--- src/rtl/cpcs_tx_align_seq.sv ---
// rtl/cpcs_tx_align_seq.sv - EPCS Tx link sequencer: comma burst, user pass-through, idle insertion
// Optional periodic re-burst and saturating INVALID_K counter.
module cpcs_tx_align_seq #(
  parameter int EPCS_DWIDTH      = 20,
  parameter int ENDEC_DWIDTH     = (EPCS_DWIDTH/10)*8,
  parameter int IO_SIZE          = (EPCS_DWIDTH/10)-1,
  parameter int NO_OF_COMMAS     = 10,
  parameter int ALIGN_MARGIN     = 4,
  parameter int COMMA_DETECT_SEL = 0,
  parameter int REALIGN_PERIOD   = 0
) (
  input  logic                    CLK,
  input  logic                    RST_N,
  input  logic                    EPCS_READY,
  input  logic                    LINK_EN,
  input  logic [ENDEC_DWIDTH-1:0] USR_DATA,
  input  logic [IO_SIZE:0]        USR_K,
  input  logic                    USR_VALID,
  output logic                    USR_READY,
  output logic [ENDEC_DWIDTH-1:0] TX_DATA,
  output logic [IO_SIZE:0]        TX_K_CHAR,
  input  logic [IO_SIZE:0]        INVALID_K,
  input  logic                    CNT_CLR,
  output logic                    LINK_UP,
  output logic [7:0]              KERR_CNT
);

  typedef enum logic [1:0] {ST_IDLE, ST_ALIGN, ST_DATA} state_e;

  localparam int         BURST_LEN   = NO_OF_COMMAS + ALIGN_MARGIN;
  // The first comma leaves on the IDLE->ALIGN edge, so ALIGN itself lasts BURST_LEN-1 cycles.
  localparam logic [11:0] BURST_LAST  = 12'((BURST_LEN >= 2) ? BURST_LEN - 2 : 0);
  localparam logic [19:0] PERIOD_LAST = 20'((REALIGN_PERIOD > 0) ? REALIGN_PERIOD - 1 : 0);
  localparam logic [7:0]  COMMA_CHAR  = (COMMA_DETECT_SEL == 1) ? 8'h3C :
                                        (COMMA_DETECT_SEL == 3) ? 8'hFC : 8'hBC;
  localparam logic [7:0]  D21_5       = 8'hB5;

  state_e                  state_q, state_d;
  logic [11:0]             burst_cnt_q, burst_cnt_d;
  logic [19:0]             period_cnt_q, period_cnt_d;
  logic [ENDEC_DWIDTH-1:0] tx_data_q, tx_data_d, comma_data;
  logic [IO_SIZE:0]        tx_k_q, tx_k_d, comma_k;
  logic                    link_up_q;
  logic [7:0]              kerr_q, kerr_d;
  logic                    lane_ok, realign_hit, accept;

  always_comb begin
    comma_data = '0;
    for (int n = 0; n <= IO_SIZE; n++) begin
      comma_data[8*n +: 8] = (n == 0) ? COMMA_CHAR : D21_5;
    end
    comma_k    = '0;
    comma_k[0] = 1'b1;
  end

  assign lane_ok     = EPCS_READY & LINK_EN;
  assign realign_hit = (REALIGN_PERIOD != 0) && (period_cnt_q == PERIOD_LAST);
  assign USR_READY   = (state_q == ST_DATA) & lane_ok & ~realign_hit;
  assign accept      = USR_READY & USR_VALID;

  always_comb begin
    state_d      = state_q;
    burst_cnt_d  = burst_cnt_q;
    period_cnt_d = period_cnt_q;
    if (state_q == ST_DATA) begin
      period_cnt_d = period_cnt_q + 20'd1;
    end
    if (!lane_ok) begin
      state_d = ST_IDLE;
    end else begin
      case (state_q)
        ST_IDLE: begin
          state_d     = ST_ALIGN;
          burst_cnt_d = '0;
        end
        ST_ALIGN: begin
          if (burst_cnt_q >= BURST_LAST) begin
            state_d      = ST_DATA;
            period_cnt_d = '0;
          end else begin
            burst_cnt_d = burst_cnt_q + 12'd1;
          end
        end
        ST_DATA: begin
          if (realign_hit) begin
            state_d     = ST_ALIGN;
            burst_cnt_d = '0;
          end
        end
        default: state_d = ST_IDLE;
      endcase
    end

    // Output word follows the next state: zero in IDLE, user word on acceptance, else comma/idle.
    if (state_d == ST_IDLE) begin
      tx_data_d = '0;
      tx_k_d    = '0;
    end else if (accept) begin
      tx_data_d = USR_DATA;
      tx_k_d    = USR_K;
    end else begin
      tx_data_d = comma_data;
      tx_k_d    = comma_k;
    end

    kerr_d = kerr_q;
    if (CNT_CLR) begin
      kerr_d = '0;
    end else if ((|INVALID_K) && (kerr_q != 8'hFF)) begin
      kerr_d = kerr_q + 8'd1;
    end
  end

  always_ff @(posedge CLK) begin
    if (!RST_N) begin
      state_q      <= ST_IDLE;
      burst_cnt_q  <= '0;
      period_cnt_q <= '0;
      tx_data_q    <= '0;
      tx_k_q       <= '0;
      link_up_q    <= 1'b0;
      kerr_q       <= '0;
    end else begin
      state_q      <= state_d;
      burst_cnt_q  <= burst_cnt_d;
      period_cnt_q <= period_cnt_d;
      tx_data_q    <= tx_data_d;
      tx_k_q       <= tx_k_d;
      link_up_q    <= (state_d == ST_DATA);
      kerr_q       <= kerr_d;
    end
  end

  assign TX_DATA   = tx_data_q;
  assign TX_K_CHAR = tx_k_q;
  assign LINK_UP   = link_up_q;
  assign KERR_CNT  = kerr_q;

endmodule
--- config.mk ---
export PLATFORM = sky130hd
export DESIGN_NAME = cpcs_tx_align_seq
export DESIGN_NICKNAME = d
export VERILOG_FILES = /design/src/rtl/cpcs_tx_align_seq.sv
export SDC_FILE = /design/constraint.sdc
export NUM_CORES = 1
export LEC_CHECK = 0
export CAP_MARGIN = 0
export CORE_AREA = 2 2 103 55
export CTS_BUF_LIST = sky130_fd_sc_hd__clkbuf_8
export DETAILED_ROUTE_END_ITERATION = 8
export DIE_AREA = 0 0 105 57
export MAX_ROUTING_LAYER = met4
export PLACE_DENSITY = 0.67
export RECOVER_POWER = 25
export SYNTH_ARGS = -nofsm -noshare
export SYNTH_HDL_FRONTEND = slang
export SYNTH_SLANG_ARGS = --single-unit
--- constraint.sdc ---
create_clock -name CLK -period 1.6 [get_ports CLK]
set_clock_uncertainty 0.05 [all_clocks]
set_input_delay 0.48 -clock CLK [delete_from_list [all_inputs] [get_ports CLK]]
set_output_delay 0.48 -clock CLK [all_outputs]
set_load 0.01 [all_outputs]
==> impl_results.md <==
- Die height: 57 um
- P_int: roughly 1.7 mW
- Mean post-synth cell area: 10.8 um2
- CTS Hold Bufs: 0
- FF-to-FF setup slack: about 0.12 ns
- Leakage: 1.04 nW
- Post-synth EDFFs: 0
- Routed via count: 1228
- H-tree levels: 2
- FP Rows: 19
- Routed WL per cell: 11.9 um
- Core Footprint: 5180 um2
- First-pass GRT wire length: 5640 um
- Minimum clock period: around 1.6 ns
- Placed Area: 2230 um2
- Hold slack: 0.447 ns
- First-pass DRT Iterations: 4
- Largest family of logic cells by synthesized area: simple AND/OR/NAND/NOR gates
- Antenna fix cells: 0
- Final worst slack: approximately 0.037 ns
- Fmax: 0.640 GHz
- Synth cell types: 33
- Net Sw Power: 0.424 mW
- Req. time, crit path: roughly 1.1 ns
- VDD IR-drop max: around 0.36 mV
- Layout Cells excl Fill: 286
- Tot Pwr: 2.17 mW
- DP Wirelength: 2450 um
- Worst R2R Start: burst_cnt_q[11]
- Initial antenna violation count: 0
- R2R depth: 4
- Post-synthesis adder-cell area fraction: roughly 2.5%
- Sequential-to-total area share from yosys stat: 55.3%
- Routed WL: around 3400 um
- Worst slew margin: 77.6%
- CTS sink count: 41
- Vias per cell: 4.29
- Total CTS buffers: 5
- Sw Share: about a fifth
- Part of the power in registers: ~48%
- GRT Total Usage: 12.8%
- Synth Cell Area: 1480 um2
- DRC Markers: 0
- Inst Count DP: 277
- Post-Synthesis Cells: 138
- Worst-path maximum fanout: 2
- I/O pin total: 54
- Final hold vios: 0
- 1st-iter DRT viols: 46
- ANT nets after route: 0
- Skew-Pair Late Insertion Delay: 0.29 ns
- Clock root buffer: clkbuf_8
- Final setup viols: 0
- Worst-path clk slew: 0.08 ns
- Dpl ws: -0.641 ns
- Total grt overflow: 0
- Fin crit share: slightly below 100%
- Combinational share of power: 6.6%
- Largest net degree at the start of global routing: 14
- TritonCTS clock tree: done
- Post-synthesis simple-gate area fraction: between 20% and 30%
- Async SR Flop Fraction: 0%
- Clock power frac: approximately 45%
- Die area: 5990 um2
- Slew Viols, Final: 0
- PortBufs: 53
- Compound-Gate Fraction of Synth Area: 14.6%
- Type of origin of the critical path: register
- Setup crit end: USR_READY
- CP startpoint: state_q[0]
- RR Endpoint: burst_cnt_q[0]
- Ys Warns: 0
- Area Growth Syn to Fin: 57.1%
- WP data arrival: 1.03 ns
- Post-synthesis xor/xnor area fraction: 2.95%
- Final Wtd Congestion: 0.815
- CP Capture Type: output pin
- Final Cell Area: 2330 um2
- Clock buffer depth: 2
- Type of the most critical hold path: reg -> reg
- Share of layout cells above drive strength 1: 18.8%
- RSZ-0062 raised after global routing: true
- Nets: 241
- Number of synthesized register bits: 41
- Multiplexer share of the synthesized area: 0.675%
- Initial Utilization: around 29%
- Max Cap Viol: 0
- PwrDens: 931 nW/um2
- Setup CP Type: reg -> out
- # fillers: 517
- Number of global-route vias before repair: 1180
- Main synth FF type: dfxtp_1
- Syn nets: approximately 170
- Slew @ Worst Pin: 0.335 ns
- DIE WIDTH: between 100 and 150 um
- Status: finished, final reports clean
[through the flow]
stage                     utilization, %  setup TNS, ns
after CTS                           44.9              0
final                               45.0              0
after global placement              43.0          -9.38
after detailed placement            43.0         -10.28
after global routing                45.0       -0.00269
after floorplan                        -              0
[synth_stat cells (all sizes together), types with 2 or more instances]
library cell	number	area (um2)
inv	3	11.3
nor4	2	42.5
nand3	3	15.0
dfxtp	41	821
xor2	4	35.0
clkbuf	2	7.51
o21ai	5	25.0
nand4	3	18.8
nor3b	2	15.0
o221ai	2	23.8
ha	3	37.5
nor2	9	33.8
o21a	15	113
and2	15	95.1
and4b	3	31.3
a21oi	4	20.0
nand2	7	26.3
or3	3	18.8
[per-layer routing]
metal	wire length (um)	global-route usage, %	vias to the layer above
li1	-	-	628
met1	1660	16.1	549
met2	1410	18.1	44
met3	263	5.49	7
met4	57	5.14	0
met5	0	-	-
[critical path, stage by stage (launching register included)]
cell and delay (ns):
dfxtp_2 0.32, and4b_1 0.28, buf_2 0.14
[cell type report]
class                   instances  area, um2  area share, %
flip-flops and latches         41        826           35.4
clock inverters                 3       65.1           2.79
repair buffers                 70        623           26.7
clock buffers                   5       68.8           2.95
inverters                       3       11.3          0.483
well taps                      73       91.3           3.92
multi-input cells              91        646           27.7
[registers in the layout (all words and copies together), names as in the netlist]
register     flops
TX_K_CHAR        2
TX_DATA         16
burst_cnt_q     12
KERR_CNT         8
LINK_UP          1
state_q          2
[cells in the final DEF, fill, tap and decap left out, types with 2 or more instances in the layout]
cell type / instances
a21oi_1: 4
and2_0: 3
and2_1: 11
and4b_1: 2
buf_4: 16
bufinv_16: 2
clkbuf_2: 2
clkbuf_8: 5
clkdlybuf4s50_1: 20
dfxtp_1: 37
dfxtp_2: 4
dlygate4sd2_1: 28
ha_1: 3
inv_1: 3
nand2_1: 7
nand3_1: 2
nand4_1: 3
nor2_1: 9
nor3b_1: 2
nor4_4: 2
o21a_1: 15
o21ai_0: 5
or3_1: 3
xor2_1: 4
[power groups by stage]
stage / sequential [mW] / combinational, mW / clock (mW)
6_report: 1.04 / 0.143 / 0.983
3_5_place_dp: 1.07 / 0.156 / 0
5_1_grt: 1.05 / 0.157 / 1.06
4_1_cts: 1.04 / 0.145 / 1.02
3_3_place_gp: 1.07 / 0.155 / 0
2_1_floorplan: 1.07 / 0.0366 / 0
[cells by family (layout without fill, tap and decap cells)]
family,Yosys count,count (layout)
buffers and inverters,6,81
adders and majority gates,3,3
xor gates and xnor gates,5,5
DFF,41,41
AOI/OAI and AO/OA,30,30
and+or+nand+nor,52,52
muxes,1,1
[what timing repair did]
item,CTS,global route
pin swaps,1,1
gates resized for setup,36,8
setup buffers,1,0
endpoints found under the setup margin,36,7
[worst min-delay path by stage]
stage / start / endpoint / slack [ns] / cells after the start
floorplan: burst_cnt_q[3] / burst_cnt_q[3] / 0.39 / 1
global placement: burst_cnt_q[3] / burst_cnt_q[3] / 0.40 / 1
detailed placement: burst_cnt_q[3] / burst_cnt_q[3] / 0.43 / 1
CTS: burst_cnt_q[3] / burst_cnt_q[3] / 0.45 / 1
global route: burst_cnt_q[7] / burst_cnt_q[7] / 0.48 / 1
finish: burst_cnt_q[3] / burst_cnt_q[3] / 0.45 / 1
(Power assumes the default switching activity.)
